$ cat src/rtl/disp_pkg.sv
// Shared display helpers: anode polarity functions and index-width sizing.
package disp_pkg;

  // 100 MHz board clock / 1 kHz per-digit refresh.
  localparam int DEFAULT_REFRESH_DIV = 100000;

  function automatic int sel_width(input int n);
    return (n < 2) ? 1 : $clog2(n);
  endfunction

  function automatic logic anode_on(input bit active_low);
    return active_low ? 1'b0 : 1'b1;
  endfunction

  function automatic logic anode_off(input bit active_low);
    return active_low ? 1'b1 : 1'b0;
  endfunction

endpackage

$ cat src/rtl/digit_scan_mux_if.sv
// Display data registers on one side, scanned digit/anode drive on the other.
interface digit_scan_mux_if
  import disp_pkg::*;
#(
  parameter int NUM_DIGITS = 4,
  parameter int DATA_W     = 4
);
  localparam int SEL_W = sel_width(NUM_DIGITS);

  logic                         enable;
  logic [NUM_DIGITS*DATA_W-1:0] digits_in;
  logic [NUM_DIGITS-1:0]        dp_in;
  logic [NUM_DIGITS-1:0]        blank_mask;
  logic [DATA_W-1:0]            digit_out;
  logic                         dp_out;
  logic [NUM_DIGITS-1:0]        anode;
  logic [SEL_W-1:0]             digit_sel;
  logic                         scan_tick;

  modport master (
    output enable, digits_in, dp_in, blank_mask,
    input  digit_out, dp_out, anode, digit_sel, scan_tick
  );

  modport slave (
    input  enable, digits_in, dp_in, blank_mask,
    output digit_out, dp_out, anode, digit_sel, scan_tick
  );

endinterface

$ cat src/rtl/mod_counter.sv
// Modulo-MODULUS up-counter with a wrap strobe on its last enabled count.
// Latency: count updates on the clock after en; wrap is combinational.
// Backpressure: none; en simply holds the count.
module mod_counter
  import disp_pkg::*;
#(
  parameter  int MODULUS = 4,
  localparam int W       = sel_width(MODULUS)
) (
  input  logic         clk,
  input  logic         reset,
  input  logic         en,
  output logic [W-1:0] count,
  output logic         wrap
);

  assign wrap = en && (count == W'(MODULUS - 1));

  always_ff @(posedge clk) begin
    if (reset) begin
      count <= '0;
    end else if (en) begin
      count <= wrap ? '0 : count + W'(1);
    end
  end

endmodule

$ cat src/rtl/digit_scan_mux.sv
// Time-multiplexed digit selector for a common-anode 7-segment display.
// Latency: all outputs registered, one cycle after the (cnt, idx, inputs) they reflect.
// Backpressure: none; enable=0 freezes the scan and darkens every anode.
module digit_scan_mux
  import disp_pkg::*;
#(
  parameter  int NUM_DIGITS       = 4,
  parameter  int DATA_W           = 4,
  parameter  int REFRESH_DIV      = DEFAULT_REFRESH_DIV,
  parameter  int BLANK_CYCLES     = 16,
  parameter  bit ANODE_ACTIVE_LOW = 1'b1,
  localparam int SEL_W            = sel_width(NUM_DIGITS)
) (
  input  logic            clk,
  input  logic            reset,
  digit_scan_mux_if.slave scan
);

  localparam int CNT_W = sel_width(REFRESH_DIV);

  logic [CNT_W-1:0]      cnt;
  logic                  cnt_wrap;
  logic [SEL_W-1:0]      idx;
  logic                  idx_wrap;
  logic                  past_blank;
  logic                  lit;
  logic [DATA_W-1:0]     sel_dig;
  logic                  sel_dp;
  logic                  sel_blank;
  logic [NUM_DIGITS-1:0] anode_nxt;

  mod_counter #(.MODULUS(REFRESH_DIV)) u_prescaler (
    .clk   (clk),
    .reset (reset),
    .en    (scan.enable),
    .count (cnt),
    .wrap  (cnt_wrap)
  );

  // idx_wrap fires only on the last clock of the last slot, i.e. frame end.
  mod_counter #(.MODULUS(NUM_DIGITS)) u_digit_idx (
    .clk   (clk),
    .reset (reset),
    .en    (cnt_wrap & scan.enable),
    .count (idx),
    .wrap  (idx_wrap)
  );

  if (BLANK_CYCLES == 0) begin : g_no_dead
    assign past_blank = 1'b1;
  end else begin : g_dead
    assign past_blank = (cnt >= CNT_W'(BLANK_CYCLES));
  end

  always_comb begin
    sel_dig   = '0;
    sel_dp    = 1'b0;
    sel_blank = 1'b0;
    for (int i = 0; i < NUM_DIGITS; i++) begin
      if (idx == SEL_W'(i)) begin
        sel_dig   = scan.digits_in[i*DATA_W +: DATA_W];
        sel_dp    = scan.dp_in[i];
        sel_blank = scan.blank_mask[i];
      end
    end
  end

  assign lit = scan.enable & ~sel_blank & past_blank;

  always_comb begin
    anode_nxt = {NUM_DIGITS{anode_off(ANODE_ACTIVE_LOW)}};
    for (int i = 0; i < NUM_DIGITS; i++) begin
      if (lit && (idx == SEL_W'(i))) begin
        anode_nxt[i] = anode_on(ANODE_ACTIVE_LOW);
      end
    end
  end

  always_ff @(posedge clk) begin
    if (reset) begin
      scan.digit_out <= '0;
      scan.dp_out    <= 1'b0;
      scan.anode     <= {NUM_DIGITS{anode_off(ANODE_ACTIVE_LOW)}};
      scan.digit_sel <= '0;
      scan.scan_tick <= 1'b0;
    end else begin
      scan.digit_out <= lit ? sel_dig : '0;
      scan.dp_out    <= lit & sel_dp;
      scan.anode     <= anode_nxt;
      scan.digit_sel <= idx;
      scan.scan_tick <= idx_wrap;
    end
  end

endmodule

$ cat src/flat_wrapper.sv
// flat-port wrapper written by rule: the top's interface ports become plain ports
module digit_scan_mux_flat import disp_pkg::*;
#(
  parameter  int NUM_DIGITS       = 4,
  parameter  int DATA_W           = 4,
  parameter  int REFRESH_DIV      = DEFAULT_REFRESH_DIV,
  parameter  int BLANK_CYCLES     = 16,
  parameter  bit ANODE_ACTIVE_LOW = 1'b1,
  localparam int SEL_W            = sel_width(NUM_DIGITS)
)
  (clk, reset, scan_enable, scan_digits_in, scan_dp_in, scan_blank_mask, scan_digit_out, scan_dp_out, scan_anode, scan_digit_sel, scan_scan_tick);
  digit_scan_mux_if #(.NUM_DIGITS(NUM_DIGITS), .DATA_W(DATA_W)) scan_i ();
  input  logic clk;
  input  logic reset;
  input wire logic [$bits(scan_i.enable)-1:0] scan_enable;
  input wire logic [$bits(scan_i.digits_in)-1:0] scan_digits_in;
  input wire logic [$bits(scan_i.dp_in)-1:0] scan_dp_in;
  input wire logic [$bits(scan_i.blank_mask)-1:0] scan_blank_mask;
  output wire logic [$bits(scan_i.digit_out)-1:0] scan_digit_out;
  output wire logic [$bits(scan_i.dp_out)-1:0] scan_dp_out;
  output wire logic [$bits(scan_i.anode)-1:0] scan_anode;
  output wire logic [$bits(scan_i.digit_sel)-1:0] scan_digit_sel;
  output wire logic [$bits(scan_i.scan_tick)-1:0] scan_scan_tick;
  assign scan_i.enable = scan_enable;
  assign scan_i.digits_in = scan_digits_in;
  assign scan_i.dp_in = scan_dp_in;
  assign scan_i.blank_mask = scan_blank_mask;
  assign scan_digit_out = scan_i.digit_out;
  assign scan_dp_out = scan_i.dp_out;
  assign scan_anode = scan_i.anode;
  assign scan_digit_sel = scan_i.digit_sel;
  assign scan_scan_tick = scan_i.scan_tick;
  digit_scan_mux #(.NUM_DIGITS(NUM_DIGITS), .DATA_W(DATA_W), .REFRESH_DIV(REFRESH_DIV), .BLANK_CYCLES(BLANK_CYCLES), .ANODE_ACTIVE_LOW(ANODE_ACTIVE_LOW)) u_core (.clk(clk), .reset(reset), .scan(scan_i));
endmodule
$ cat config.mk
export PLATFORM = sky130hd
export DESIGN_NAME = digit_scan_mux_flat
export DESIGN_NICKNAME = d
export VERILOG_FILES = /design/src/rtl/disp_pkg.sv /design/src/rtl/digit_scan_mux_if.sv /design/src/rtl/mod_counter.sv /design/src/rtl/digit_scan_mux.sv /design/src/flat_wrapper.sv
export SDC_FILE = /design/constraint.sdc
export NUM_CORES = 1
export LEC_CHECK = 0
export CAP_MARGIN = 20
export CORE_ASPECT_RATIO = 1.2
export CORE_MARGIN = 2
export CORE_UTILIZATION = 35
export DETAILED_ROUTE_END_ITERATION = 16
export PLACE_DENSITY_LB_ADDON = 0.1
export SKIP_CTS_REPAIR_TIMING = 1
export SLEW_MARGIN = 30
export SYNTH_ARGS = -nofsm -noshare
export SYNTH_HDL_FRONTEND = slang
export SYNTH_SLANG_ARGS = --single-unit
$ cat constraint.sdc
create_clock -name clk -period 6 [get_ports clk]
set_input_delay 0.6 -clock clk [delete_from_list [all_inputs] [get_ports clk]]
set_output_delay 0.6 -clock clk [all_outputs]
set_load 0.02 [all_outputs]
-- Word-level counts from Yosys, hierarchy flattened
Index checks and enable logic that the tools add are counted.
- flip-flop bits (word level): 31
- input port bits: 27
- output and inout bits: 12
- word-level logic and storage cells: 46
- add/sub/neg operators: 2
- magnitude comparators: 1
- eq/ne operators: 4
- muxes and demuxes: 18
- bitwise operators: 6
- reductions and logical operators: 8
- operator list (cell ; number):
    $add A17 B1 Y17 const B ; 1
    $eq A17 B17 Y1 const B ; 1
    $ge A17 B5 Y1 const B ; 1
    $mux W17 ; 1
    $mux W4 ; 4
    $mux W1 ; 12
    $logic_and A1 B1 Y1 ; 6
    $and A1 B1 Y1 ; 4
    $eq A2 B2 Y1 const B ; 2
    $add A2 B1 Y2 const B ; 1
    $eq A2 B1 Y1 const B ; 1
    $logic_not A2 Y1 ; 1
    $mux W2 ; 1
    $not A1 Y1 ; 2
    $reduce_or A2 Y1 ; 1

-- Logic depth before layout (Yosys ltp)
- depth in word-level cells: 10
- gate-level depth with buffers: 7
- mapped depth without buffers: 6

-- Hierarchy
A second synthesis with hierarchy kept.
- cell total of the unflattened synthesis: 162
- area, all modules: 1525.2 um2
- by module, submodules not included (module ; instances ; cells an instance ; area an instance (um2) ; seq. area each (um2)):
    mod_counter at u_core.u_prescaler ; 1 ; 94 ; 812.0 ; 340.3
    digit_scan_mux ; 1 ; 59 ; 620.6 ; 240.2
    mod_counter at u_core.u_digit_idx ; 1 ; 9 ; 92.6 ; 40.0

-- Worst setup path before layout
No wires, ideal clock.
- path kind: input to register
- from: input scan_enable
- to: register u_core.scan.scan_tick
- library setup time: 96 ps
- arrival time: 1943 ps
- required time: 5904 ps
- setup slack: 3961 ps
- stages: 4
- buffers on the path: 1
- cells stage by stage: clkbuf_1 -> nand4_1 -> or4_1 -> nor4b_1
- cells in the longest elaborated chain, start to end: 3
- ends and longest elaborated chain (what ; RTL line ; RTL):
    start, declared ; flat_wrapper.sv:15 ; input wire logic [$bits(scan_i.enable)-1:0] scan_enable;
    $logic_and A1 B1 Y1 ; mod_counter.sv:17 ; assign wrap = en && (count == W'(MODULUS - 1));
    $and A1 B1 Y1 (*) ; digit_scan_mux.sv:44 ; .en (cnt_wrap & scan.enable),
    $logic_and A1 B1 Y1 (*) ; mod_counter.sv:17 ;
    end signal, assigned ; digit_scan_mux.sv:91 ; scan.scan_tick <= idx_wrap;
    end, declared ; digit_scan_mux_if.sv:27 ; output digit_out, dp_out, anode, digit_sel, scan_tick
Mark *: on every way between the ends. The rest lies on a longest branch, timed or not.
A chain may end at the register's enable or synchronous reset.

-- Worst setup path after layout
Same ends and word-level chain as after synthesis.

==> results by group <==
Power and ir drop
  – IR drop worst, VDD: 123 uV
  – Power per cell area: 195 nW/um^2
  – Leakage power total: 0.702 nW

Routing
  – Initial drt markers: 62
  – Routed Wire Length: 3.65 mm
  – Vias: 1406
  – Total iterations of the first detailed-routing run: 4
  – WL/cell: 13.3 um
  – Number of vias per cell: 5.11
  – Residual antenna-violating net count after detailed routing: 0
  – Number of DRC violations after detailed routing: 0

Clock network
  – # clock sinks: 31
  – # H-tree levels: 2
  – Insertion delay of the later-clocked pin in the worst-skew pair: 0.28 ns
  – Clock transition time at the flip-flop clock pins of the worst setup and hold paths: 0.06 ns
  – Number of clock buffers inserted by TritonCTS: 5
  – CTS tree: built
  – Clock Path Buffers: 2
  – Root cell of the clock tree: sky130_fd_sc_hd__clkbuf_8

Yosys
  – Cell types occupying the most area after synthesis: sky130_fd_sc_hd__dfxtp_1 40%, sky130_fd_sc_hd__xnor2_1 5.6%, sky130_fd_sc_hd__ha_1 4.8%
  – Number of enable-type register cells in the synthesized netlist: 0
  – Most instantiated library cell after synthesis: sky130_fd_sc_hd__dfxtp_1
  – Post-Syn Instances: 182
  – Flip-flop and latch count after synthesis: 31
  – Cell taking the most area after synthesis: sky130_fd_sc_hd__dfxtp_1
  – Top cell types by occurrence after synthesis: 31 x sky130_fd_sc_hd__dfxtp_1, 20 x sky130_fd_sc_hd__nor2_1, 18 x sky130_fd_sc_hd__nand2_1
  – Syn_nets: 215
  – Netlist area before placement: 1550 sq um
  – Prevailing post-synth register cell: sky130_fd_sc_hd__dfxtp_1
  – Seq/Total Area, Yosys: 40.0%
  – Average cell area after synthesis: 8.52 sq um
  – Post-synth ARST share: 0%
  – Unique masters post-synth: 41
  – Yosys warnings: 0
  – Fraction of synthesized cell area taken by the top area cell type: 40.0%

Run
  – Count of max-cap constraint violations: 0

Min path
  – Destination of the worst hold path: u_core.scan.scan_tick
  – Worst hold path class: reg2reg
  – Number of cells on the worst hold path: 2
  – HP Start: u_core.u_prescaler.count[16]

Placement
  – Placer's final routability congestion estimate: 0.825
  – IO buf count: 38
  – Post-DP Area: 1960 sq um
  – Pre-CTS setup slack: 3.45 ns
  – Half-perimeter wire length after placement: 2.70 mm

Floorplanning
  – Die X-Extent: 64.8 um
  – Die ar.: 4980 sq um
  – Die height: 76.9 um
  – Starting density of the core: 36.4%
  – # rows: 26
  – Core box area: 4260 sq um
  – Number of top-level design ports: 39

GRT
  – Antenna violations before repair: 0
  – Global router's overall resource usage: 15.6%
  – Vias in the first global route: 1341
  – Global-route wire length before repair: 6.10 mm
  – Largest net degree at the start of global routing: 17
  – Overflow left after global routing: 0

STA
  – Max-slew violations: 0
  – Max Freq: 0.440 GHz
  – Relative slew slack: 50.5%
  – Least-Margin Pin Slew: 0.735 ns
  – Worst Setup Slack, final: 3.73 ns
  – Final critical-path required period: 2.27 ns
  – Number of failing hold endpoints at the final stage: 0
  – Final setup viols: 0
  – Setup skew after layout: 0.00259 ns
  – Portion of the clock cycle consumed by the worst path in the final layout: 37.9%
  – Sum of negative setup slack: 0 ns
  – RSZ-0062 raised after global routing: false

Critical path
  – Startpoint of the worst-slack reg-to-reg timing path: u_core.u_prescaler.count[11]
  – Slack of the worst reg-to-reg path: 3.86 ns
  – Crit path arrival time: 2.46 ns
  – Critical path class: in2reg
  – Capturing element type of the critical path: register
  – Depth of the most critical reg-to-reg path: 4
  – Startpoint kind of the worst setup timing path: input pin
  – Endpoint of the worst register-to-register path: u_core.u_digit_idx.count[0]
  – Critical path data required time: 6.18 ns
  – Maximum fanout encountered on the critical timing path: 10

Outcome
  – Status: finished clean

Cells and area
  – Share of layout cells above drive strength 1: 5.94%
  – Area growth from synthesis to layout: 32.3%
  – Post-route cell area: 2050 sq um
  – Count of nets after finishing: 252
  – Antenna cells: 0
layout make-up:
type                            count  area (sq um)
Sequential cell                    31           621
Inverter                           10          37.5
Tap cell                           56          70.1
Timing Repair Buffer               38           380
Clock buffer                        6          82.6
Fill cell                         404          2210
Multi-Input combinational cell    133           856
Clock inverter                      1          5.00
cell families after synthesis:
| family | after synthesis | share of synthesized area (%) |
|---|---|---|
| simple gates | 81 | 27.5 |
| compound gates | 31 | 14.1 |
| mux | 2 | 1.37 |
| fa+ha+maj | 6 | 4.84 |
| xor+xnor | 13 | 7.34 |
| flops | 31 | 40.0 |
| buf+inv | 18 | 4.84 |
metal layers:
| layer | GRT usage [%] | up-vias | share of wire, % |
|---|---|---|---|
| li1 | - | 719 | - |
| met1 | 16.5 | 634 | 42 |
| met3 | 4.40 | 7 | 6.7 |
| met5 | 0 | - | 0 |
| met2 | 28.4 | 46 | 49 |
| met4 | 6.38 | 0 | 1.6 |
critical path, cell delays in order:
cell and delay, ns:
sky130_fd_sc_hd__clkdlybuf4s50_1 0.65, sky130_fd_sc_hd__nand4_1 0.39, sky130_fd_sc_hd__or4_1 0.58, sky130_fd_sc_hd__nor4b_1 0.24
how the worst max path moves through the flow:
stage	startpoint	to	slack [ns]	cells past startpoint
detailed placement	scan_enable	u_core.scan.scan_tick	3.45	4
floorplan	scan_enable	u_core.scan.scan_tick	3.96	4
global placement	scan_enable	u_core.scan.scan_tick	3.51	4
global route	scan_enable	u_core.scan.scan_tick	3.61	4
finish	scan_enable	u_core.scan.scan_tick	3.73	4
CTS	scan_enable	u_core.scan.scan_tick	3.75	4
where the power goes:
part,switching (W),internal [W]
sequential,0.00000113,0.000207
combinational,0.0000110,0.0000192
clock,0.0000728,0.0000898
total,0.0000849,0.000316
stage by stage:
| stage | total power, W | std cells | util [%] | hold slack, ns |
|---|---|---|---|---|
| after floorplan | 0.000223 | 182 | - | 0.464 |
| after global placement | 0.000242 | 268 | 46.1 | 0.504 |
| after detailed placement | 0.000243 | 268 | 46.1 | 0.509 |
| after CTS | 0.000409 | 275 | 48.2 | 0.524 |
| after global routing | 0.000424 | 275 | 48.2 | 0.562 |
| final | 0.000401 | 275 | 48.2 | 0.527 |
state kept, by name, indices dropped and copies added, names as in the netlist:
register / cells
u_core.scan.dp_out: 1
u_core.scan.digit_sel: 2
u_core.scan.scan_tick: 1
u_core.u_prescaler.count: 17
u_core.scan.digit_out: 4
u_core.scan.anode: 4
u_core.u_digit_idx.count: 2
placed cells by master, fill, tap and decap left out, types with 2 or more instances in the layout:
| cell | netlist | layout |
|---|---|---|
| sky130_fd_sc_hd__nand3_1 | 5 | 5 |
| sky130_fd_sc_hd__nor2_1 | 20 | 20 |
| sky130_fd_sc_hd__nand2b_1 | 2 | 2 |
| sky130_fd_sc_hd__clkdlybuf4s50_1 | 0 | 38 |
| sky130_fd_sc_hd__nor4_1 | 7 | 7 |
| sky130_fd_sc_hd__a21oi_1 | 11 | 11 |
| sky130_fd_sc_hd__xor2_1 | 3 | 3 |
| sky130_fd_sc_hd__nand4_1 | 7 | 7 |
| sky130_fd_sc_hd__or4_1 | 2 | 2 |
| sky130_fd_sc_hd__nand3b_1 | 2 | 2 |
| sky130_fd_sc_hd__inv_1 | 10 | 10 |
| sky130_fd_sc_hd__o2111ai_1 | 4 | 4 |
| sky130_fd_sc_hd__and2_1 | 2 | 2 |
| sky130_fd_sc_hd__nor3_1 | 6 | 6 |
| sky130_fd_sc_hd__ha_1 | 6 | 6 |
| sky130_fd_sc_hd__o21ai_0 | 6 | 6 |
| sky130_fd_sc_hd__nand2_1 | 18 | 18 |
| sky130_fd_sc_hd__or4_4 | 2 | 2 |
| sky130_fd_sc_hd__dfxtp_1 | 31 | 31 |
| sky130_fd_sc_hd__xnor2_1 | 10 | 10 |
| sky130_fd_sc_hd__clkbuf_8 | 0 | 6 |
No activity file was read; power rests on OpenSTA's default activity.
